### config.mk
export PLATFORM = sky130hd
export DESIGN_NAME = mc_controller
export DESIGN_NICKNAME = d
export VERILOG_FILES = /design/src/rtl/mc_ctrl_pkg.sv /design/src/rtl/mc_controller_aludec.sv /design/src/rtl/mc_controller.sv
export SDC_FILE = /design/constraint.sdc
export NUM_CORES = 1
export LEC_CHECK = 0
export CAP_MARGIN = 20
export CORE_MARGIN = 4
export CORE_UTILIZATION = 37
export CTS_CLUSTER_SIZE = 14
export DETAILED_ROUTE_END_ITERATION = 8
export PLACE_DENSITY = 0.8
export SYNTH_ARGS = -nofsm -noshare
export SYNTH_HDL_FRONTEND = slang
export SYNTH_SLANG_ARGS = --single-unit
### constraint.sdc
create_clock -name clk -period 2.03 [get_ports clk]
set_input_delay 0.203 -clock clk [delete_from_list [all_inputs] [get_ports clk]]
set_output_delay 0.203 -clock clk [all_outputs]
set_load 0.02 [all_outputs]
### src/rtl/mc_ctrl_pkg.sv
// Shared encodings for the multicycle RISC-V control unit: state codes, opcodes and datapath mux selects.
// The optional LUI path is enabled by defining MC_CTRL_LUI_EN.
package mc_ctrl_pkg;

    typedef logic [3:0] state_t;

    localparam state_t S_FETCH    = 4'd0;
    localparam state_t S_DECODE   = 4'd1;
    localparam state_t S_MEMADR   = 4'd2;
    localparam state_t S_MEMREAD  = 4'd3;
    localparam state_t S_MEMWB    = 4'd4;
    localparam state_t S_MEMWRITE = 4'd5;
    localparam state_t S_EXECUTER = 4'd6;
    localparam state_t S_EXECUTEI = 4'd7;
    localparam state_t S_ALUWB    = 4'd8;
    localparam state_t S_BEQ      = 4'd9;
    localparam state_t S_JAL      = 4'd10;
    localparam state_t S_LUI      = 4'd11;

    localparam logic [6:0] OP_LOAD  = 7'b0000011;
    localparam logic [6:0] OP_STORE = 7'b0100011;
    localparam logic [6:0] OP_RTYPE = 7'b0110011;
    localparam logic [6:0] OP_ITYPE = 7'b0010011;
    localparam logic [6:0] OP_BEQ   = 7'b1100011;
    localparam logic [6:0] OP_JAL   = 7'b1101111;
    localparam logic [6:0] OP_LUI   = 7'b0110111;

    localparam logic [2:0] ALU_ADD = 3'b000;
    localparam logic [2:0] ALU_SUB = 3'b001;
    localparam logic [2:0] ALU_AND = 3'b010;
    localparam logic [2:0] ALU_OR  = 3'b011;
    localparam logic [2:0] ALU_SLT = 3'b101;

    localparam logic [1:0] ALUOP_ADD   = 2'b00;
    localparam logic [1:0] ALUOP_SUB   = 2'b01;
    localparam logic [1:0] ALUOP_FUNCT = 2'b10;

    localparam logic [2:0] IMM_I = 3'b000;
    localparam logic [2:0] IMM_S = 3'b001;
    localparam logic [2:0] IMM_B = 3'b010;
    localparam logic [2:0] IMM_J = 3'b011;
    localparam logic [2:0] IMM_U = 3'b100;

    localparam logic [1:0] RES_ALUOUT = 2'b00;
    localparam logic [1:0] RES_RDATA  = 2'b01;
    localparam logic [1:0] RES_ALURES = 2'b10;
    localparam logic [1:0] RES_IMM    = 2'b11;

    localparam logic [1:0] SRCA_PC    = 2'b00;
    localparam logic [1:0] SRCA_OLDPC = 2'b01;
    localparam logic [1:0] SRCA_RS1   = 2'b10;

    localparam logic [1:0] SRCB_RS2  = 2'b00;
    localparam logic [1:0] SRCB_IMM  = 2'b01;
    localparam logic [1:0] SRCB_FOUR = 2'b10;

    // Immediate format follows the opcode alone, independent of FSM state.
    function automatic logic [2:0] imm_src_of(input logic [6:0] op);
        logic [2:0] imm;
        case (op)
            OP_STORE: imm = IMM_S;
            OP_BEQ:   imm = IMM_B;
            OP_JAL:   imm = IMM_J;
`ifdef MC_CTRL_LUI_EN
            OP_LUI:   imm = IMM_U;
`endif
            default:  imm = IMM_I;
        endcase
        return imm;
    endfunction

endpackage

### src/rtl/mc_controller_aludec.sv
// ALU decoder: maps the FSM's ALUOp plus instruction fields onto an ALUControl code.
module aludec
    import mc_ctrl_pkg::*;
(
    input  logic [1:0] ALUOp,
    input  logic [2:0] funct3,
    input  logic       funct7b5,
    input  logic       op5,
    output logic [2:0] ALUControl
);

    // Only register-register ops with bit 30 set subtract; addi ignores bit 30.
    always_comb begin
        ALUControl = ALU_ADD;
        case (ALUOp)
            ALUOP_ADD: ALUControl = ALU_ADD;
            ALUOP_SUB: ALUControl = ALU_SUB;
            ALUOP_FUNCT: begin
                case (funct3)
                    3'b000: begin
                        if (op5 && funct7b5) begin
                            ALUControl = ALU_SUB;
                        end else begin
                            ALUControl = ALU_ADD;
                        end
                    end
                    3'b010:  ALUControl = ALU_SLT;
                    3'b110:  ALUControl = ALU_OR;
                    3'b111:  ALUControl = ALU_AND;
                    default: ALUControl = ALU_ADD;
                endcase
            end
            default: ALUControl = ALU_ADD;
        endcase
    end

endmodule

### src/rtl/mc_controller.sv
// Moore control FSM for a multicycle RISC-V core sharing one memory for fetch and data.
// Define MC_CTRL_LUI_EN to include the LUI state.
module mc_controller
    import mc_ctrl_pkg::*;
(
    input  logic       clk,
    input  logic       reset,
    input  logic [6:0] op,
    input  logic [2:0] funct3,
    input  logic       funct7b5,
    input  logic       Zero,
    input  logic       MemReady,
    output logic       PCWrite,
    output logic       AdrSrc,
    output logic       MemWrite,
    output logic       IRWrite,
    output logic       RegWrite,
    output logic [1:0] ResultSrc,
    output logic [1:0] ALUSrcA,
    output logic [1:0] ALUSrcB,
    output logic [2:0] ImmSrc,
    output logic [2:0] ALUControl
);

    state_t     state;
    state_t     next_state;
    logic [1:0] alu_op;
    logic       pc_update;
    logic       branch;

    // State register.
    always_ff @(posedge clk or posedge reset) begin
        if (reset) begin
            state <= S_FETCH;
        end else begin
            state <= next_state;
        end
    end

    // Next-state logic; memory states wait on MemReady.
    always_comb begin
        next_state = state;
        case (state)
            S_FETCH: begin
                if (MemReady) begin
                    next_state = S_DECODE;
                end else begin
                    next_state = S_FETCH;
                end
            end
            S_DECODE: begin
                case (op)
                    OP_LOAD, OP_STORE: next_state = S_MEMADR;
                    OP_RTYPE:          next_state = S_EXECUTER;
                    OP_ITYPE:          next_state = S_EXECUTEI;
                    OP_BEQ:            next_state = S_BEQ;
                    OP_JAL:            next_state = S_JAL;
`ifdef MC_CTRL_LUI_EN
                    OP_LUI:            next_state = S_LUI;
`endif
                    default:           next_state = S_FETCH;
                endcase
            end
            S_MEMADR: begin
                if (op[5]) begin
                    next_state = S_MEMWRITE;
                end else begin
                    next_state = S_MEMREAD;
                end
            end
            S_MEMREAD: begin
                if (MemReady) begin
                    next_state = S_MEMWB;
                end else begin
                    next_state = S_MEMREAD;
                end
            end
            S_MEMWRITE: begin
                if (MemReady) begin
                    next_state = S_FETCH;
                end else begin
                    next_state = S_MEMWRITE;
                end
            end
            S_EXECUTER, S_EXECUTEI: next_state = S_ALUWB;
            S_JAL:                  next_state = S_ALUWB;
            S_MEMWB, S_ALUWB, S_BEQ: next_state = S_FETCH;
`ifdef MC_CTRL_LUI_EN
            S_LUI:                  next_state = S_FETCH;
`endif
            default:                next_state = S_FETCH;
        endcase
    end

    // Per-state output decode; everything not named for a state stays 0.
    always_comb begin
        AdrSrc    = 1'b0;
        MemWrite  = 1'b0;
        IRWrite   = 1'b0;
        RegWrite  = 1'b0;
        ResultSrc = RES_ALUOUT;
        ALUSrcA   = SRCA_PC;
        ALUSrcB   = SRCB_RS2;
        alu_op    = ALUOP_ADD;
        pc_update = 1'b0;
        branch    = 1'b0;
        case (state)
            S_FETCH: begin
                ALUSrcB   = SRCB_FOUR;
                ResultSrc = RES_ALURES;
                // Reset already holds the state in FETCH; it must also hold off the fetch strobes.
                IRWrite   = MemReady & ~reset;
                pc_update = MemReady & ~reset;
            end
            S_DECODE: begin
                ALUSrcA = SRCA_OLDPC;
                ALUSrcB = SRCB_IMM;
            end
            S_MEMADR: begin
                ALUSrcA = SRCA_RS1;
                ALUSrcB = SRCB_IMM;
            end
            S_MEMREAD: begin
                AdrSrc = 1'b1;
            end
            S_MEMWB: begin
                ResultSrc = RES_RDATA;
                RegWrite  = 1'b1;
            end
            S_MEMWRITE: begin
                AdrSrc   = 1'b1;
                MemWrite = 1'b1;
            end
            S_EXECUTER: begin
                ALUSrcA = SRCA_RS1;
                alu_op  = ALUOP_FUNCT;
            end
            S_EXECUTEI: begin
                ALUSrcA = SRCA_RS1;
                ALUSrcB = SRCB_IMM;
                alu_op  = ALUOP_FUNCT;
            end
            S_ALUWB: begin
                RegWrite = 1'b1;
            end
            S_BEQ: begin
                ALUSrcA = SRCA_RS1;
                alu_op  = ALUOP_SUB;
                branch  = 1'b1;
            end
            S_JAL: begin
                ALUSrcA   = SRCA_OLDPC;
                ALUSrcB   = SRCB_FOUR;
                pc_update = 1'b1;
            end
`ifdef MC_CTRL_LUI_EN
            S_LUI: begin
                ResultSrc = RES_IMM;
                RegWrite  = 1'b1;
            end
`endif
            default: begin
                AdrSrc = 1'b0;
            end
        endcase
    end

    assign PCWrite = pc_update | (branch & Zero);
    assign ImmSrc  = imm_src_of(op);

    aludec u_aludec (
        .ALUOp      (alu_op),
        .funct3     (funct3),
        .funct7b5   (funct7b5),
        .op5        (op[5]),
        .ALUControl (ALUControl)
    );

endmodule

======== Yosys cells after proc, flatten, opt, wreduce, memory -nomap -nowiden ========
Cells that the tools add are included.
Widths: inputs -> output; s select.
storage, ports and cells
  bits in registers ....................... 4
  bits of input ports ..................... 15
  output and inout port bits .............. 17
  word-level logic and storage cells ...... 58
cells by class
  eq/ne operators ......................... 21
  multiplexer cells ....................... 20
  bitwise gates (word level) .............. 4
  reductions and logical operators ........ 12
operators by type and width
  cell                number
  $pmux 4 s6          1
  $pmux 4 s5          1
  $eq 4x3->1 const B  4
  $pmux 2 s2          4
  $eq 7x6->1 const B  2
  $eq 7x7->1 const B  2
  $eq 4x4->1 const B  3
  $pmux 3 s4          1
  $reduce_or 2->1     6
  $mux 3              3
  $eq 4x2->1 const B  2
  $eq 7x2->1 const B  1
  $eq 7x5->1 const B  1
  $mux 1              7
  $eq 3x3->1 const B  2
  $pmux 2 s3          1
  $pmux 3 s2          1
  $reduce_or 3->1     2
  $eq 4x1->1 const B  1
  $logic_not 4->1     1
  $reduce_or 4->1     1
  $eq 3x2->1 const B  1
  $logic_not 3->1     1
  $and 1x1->1         2
  6 further kinds     6

======== Logic depth before layout (Yosys ltp) ========
  word-level depth ........................ 5
  gate-level depth with buffers ........... 8
  gate-level depth less buffers ........... 7

======== Cells and area by module ========
Synthesis repeated with hierarchy kept, for this count alone.
unflattened totals
  cell total of the unflattened synthesis .. 82
  area, all modules ....................... 581.8 um^2
by module, submodules not included
  module         instances  cells an instance  area each (um^2)  sequential area each (um^2)
  mc_controller  1          71                 485.5             100.1
  aludec         1          11                 96.3              0.0

======== Worst setup path before layout ========
Ideal clock, no wire load.
  kind .................................... register to output
  start point ............................. register state[3]
  end point ............................... output ALUControl[1]
  arrival time ............................ 1.641 ns
  data required time ...................... 1.827 ns
  slack ................................... 0.186 ns
  cell stages (with the launch flop) ...... 6
  path buffers ............................ 0
  cells stage by stage .................... dfrtp_1 -> or2b_1 -> nor2_1 -> inv_1 -> ha_1 -> nor3_1
on the way
  cells in the longest elaborated chain, start to end .. 5
  elaborated cells on any way between the ends .. 8
  those cells by class .................... eq/ne: 5; mux: 2; reduce/logical: 1
RTL lines
  item                                      line                        text
  start, declared                           mc_controller.sv:25         state_t state;
  start signal, assigned                    mc_controller.sv:36         state <= next_state;
  $eq 4x3->1                                mc_controller.sv:107        case (state)
  $reduce_or 2->1 (no line)                 --
  $pmux 2 s2 (*)                            mc_controller.sv:107
  $eq 2x2->1 or $eq 2x1->1 (tied branches)  mc_controller_aludec.sv:15  case (ALUOp)
  $pmux 3 s2 (*)                            mc_controller_aludec.sv:15
  end, declared                             mc_controller.sv:22         output logic [2:0] ALUControl
Every way passes the cells marked *; elsewhere a longest branch is shown, timed or not.

======== Final worst setup path ========
  start point ............................. register state[3]
  end point ............................... output ResultSrc[0]
on the way
  cells in the longest elaborated chain, start to end .. 2
  elaborated cells on any way between the ends .. 3
  those cells by class .................... eq/ne: 1; mux: 1; reduce/logical: 1
RTL lines
  item                                           line                  text
  $eq 4x3->1 or $logic_not 4->1 (tied branches)  mc_controller.sv:107
  $pmux 2 s2 (*)                                 mc_controller.sv:107
  end, declared                                  mc_controller.sv:18   output logic [1:0] ResultSrc,
Marked as above.

==> summary.md <==
| Metric | Value |
|---|---|
| Status | finished, final reports clean |
| Unique masters post-synth | 35 |
| Site Rows | 13 |
| Top cell types by occurrence after synthesis | inv_1 (9), nor2_1 (8), nor3_1 (7) |
| Final Cell Area | 1030 um^2 |
| Die X | 47.4 um |
| Bufs and invs on worst path | 2 |
| Net Count, Synth | 98 |
| N_diodes | 0 |
| Fmax | 514 MHz |
| Die ar. | 2250 um^2 |
| Final Cycle Share | 0.958 |
| Max reg flops | 4 |
| Most flops, register | state |
| Cell leakage power | 0.528 nW |
| Area growth, synth to finish | 79.7% |
| Yosys warning count | 0 |
| Worst R2R Path Depth | 5 |
| Setup TNS | 0 ns |
| Post-synth EDFFs | 0 |
| Cell taking the most area after synthesis | dfrtp_1 |
| Antenna violations before repair | 0 |
| Post-DR wirelength/cell | 12.5 um |
| Initial drt markers | 9 |
| Slew Limit Fails | 0 |
| DR pass1 iterations | 4 |
| Critical-path cell list | or2b_1 > buf_4 > nor3_1 > clkdlybuf4s50_1 |
| Final Non-Filler Cells | 145 |
| Period minus WS final | 1.95 ns |
| Most common cell in the netlist | inv_1 |
| Slowest cell on crit path | clkdlybuf4s50_1 |
| Worst Clk Skew | 0.0116 ns |
| R2R Setup Slk | 0.73 ns |
| Core Region | 1380 um^2 |
| Synth area leaders | dfrtp_1 (17%), nor3_1 (6.1%), inv_1 (5.9%) |
| Avg Synthesized Cell Area | 7.09 um^2 |
| Largest net degree at the start of global routing | 13 |
| Critical path arrival | 1.74 ns |
| CP Capture Type | output pin |
| FFs w/ async S/R, synth | 1.00 |
| Cell count after synthesis | 81 |
| Unrepaired setup endpoints after global routing | false |
| Power, Total | 0.383 mW |
| Largest regs | state: 4 flops |
| Sequential cell area fraction in the yosys report | 0.174 |
| Placement Cell Area | 1020 um^2 |
| Clk slew on worst S/H paths | 0.05 ns |
| Final hold violation count | 0 |
| CP max FO | 4 |
| First-pass GRT wire length | 2870 um |
| Root buffer cell | clkbuf_4 |
| # fillers | 119 |
| GRT overflow | 0 |
| FF+latch count, synth | 4 |
| Max cap viols | 0 |
| Pwr/cell area | 371 nW/um^2 |
| Post-route ant nets | 0 |
| Critical R2R Capture | state[0] |
| Vias per inst | 5.17 |
| TritonCTS clock tree | yes |
| Htree depth | 1 |
| WL final | 1820 um |
| Critical path class | reg -> out |
| Die height | 47.4 um |
| RR Startpoint | state[2] |
| CP max stage delay | 0.63 ns |
| Multi-input logic area | 410 um^2 |
| Io pins | 32 |
| Number of buffers inserted by port buffering | 30 |
| Synth Cell Area | 574 um^2 |
| WP data required | 1.83 ns |
| DPL Wire Length | 1500 um |
| Dpl cells | 142 |
| Worst-skew pair later-pin latency | 0.24 ns |
| Layout cells sized above 1 | 0.262 |
| GP Congestion | 0.821 |
| Hold WC Path Type | in -> async |
| All-Layer GR Usage | 0.175 |
| CTS max path bufs | 2 |
| DRC viols | 0 |
| Clk sinks | 4 |
| TritonCTS Buffers | 3 |
| Largest delay contributor family on the critical path | buffers and inverters |
| VDD IR-drop max | 0.301 mV |
| Via count | 750 |
| Top FF cell, synth | dfrtp_1 |
| Fin nets | 149 |
| FF/Latch Area | 100 um^2 |
| # setup viols final | 0 |
| Startpoint types | register |
| Vias in the first global route | 704 |
| Initial Util | 0.415 |
| Top cell type's share of synthesized area | 0.174 |
stage by stage:
| stage | utilization | setup slack (ns) | hold slack [ns] |
|---|---|---|---|
| 4_1_cts | 0.749 | 0.00952 | 0.229 |
| 3_3_place_gp | 0.737 | -0.0379 | 0.473 |
| 6_report | 0.747 | 0.0845 | 0.219 |
| 5_1_grt | 0.747 | 0.00000266 | 0.231 |
| 3_5_place_dp | 0.737 | -0.0520 | 0.479 |
| 2_1_floorplan | - | 0.186 | -0.0256 |
final cells by class:
cell class              count  area share
inverters                   9      0.0327
multi-input cells          63       0.398
clock buffers               3      0.0218
repair buffers             51       0.433
flip-flops and latches      4      0.0970
well taps                  15      0.0182
kinds of logic (layout without fill, tap and decap cells):
group                      count (synthesis)  in the layout  share of synthesized area
xor gates and xnor gates                   2              2                     0.0305
other                                      1              1                    0.00653
and+or+nand+nor                           37             37                      0.379
AOI/OAI and AO/OA                         19             19                      0.216
adders and majority gates                  2              2                     0.0436
buffers and inverters                     14             63                      0.115
muxes                                      2              2                     0.0349
DFF                                        4              4                      0.174
timing repair:
action | CTS | global route
hold buffers | 0 | 0
endpoints found under the setup margin | 8 | 7
buffers inserted | 0 | 0
gates resized for setup | 13 | 10
cell usage in the layout, fill, tap and decap left out, types with 4 or more instances in the layout:
master,count
nand2_1,5
dlymetal6s2s_1,4
dlygate4sd2_1,5
clkdlybuf4s50_1,18
a21oi_1,6
inv_1,9
dfrtp_1,4
nor2_1,7
nor3_1,7
buf_4,21
per-layer routing:
layer | vias up | global-route usage | part of all wire
met3 | 2 | 0.0153 | 0.075
met1 | 334 | 0.184 | 0.38
met4 | 0 | 0.0552 | 0.010
li1 | 385 | - | -
met5 | - | 0 | 0
met2 | 29 | 0.353 | 0.53
power breakdown:
part | switching [mW] | internal (mW) | leakage (nW) | total (mW)
logic | 0.0917 | 0.100 | 0.460 | 0.192
registers | 0.00339 | 0.0839 | 0.0542 | 0.0873
clock network | 0.0374 | 0.0665 | 0.0138 | 0.104
worst max path at each step:
stage	start	end	cells past startpoint	slack (ns)
2_1_floorplan	state[3]	ALUControl[1]	5	0.19
3_3_place_gp	state[3]	ALUControl[1]	6	-0.04
3_5_place_dp	state[3]	ALUControl[1]	6	-0.05
4_1_cts	op[5]	ImmSrc[1]	4	0.01
5_1_grt	state[3]	ALUControl[1]	6	0.000003
6_report	state[3]	ResultSrc[0]	4	0.08
tightest hold or removal path, cell delays in order:
cell	delay [ns]
clkdlybuf4s50_1	0.39
inv_1	0.06
buf_4	0.13
Note: power is estimated with default switching activity, not from simulation.
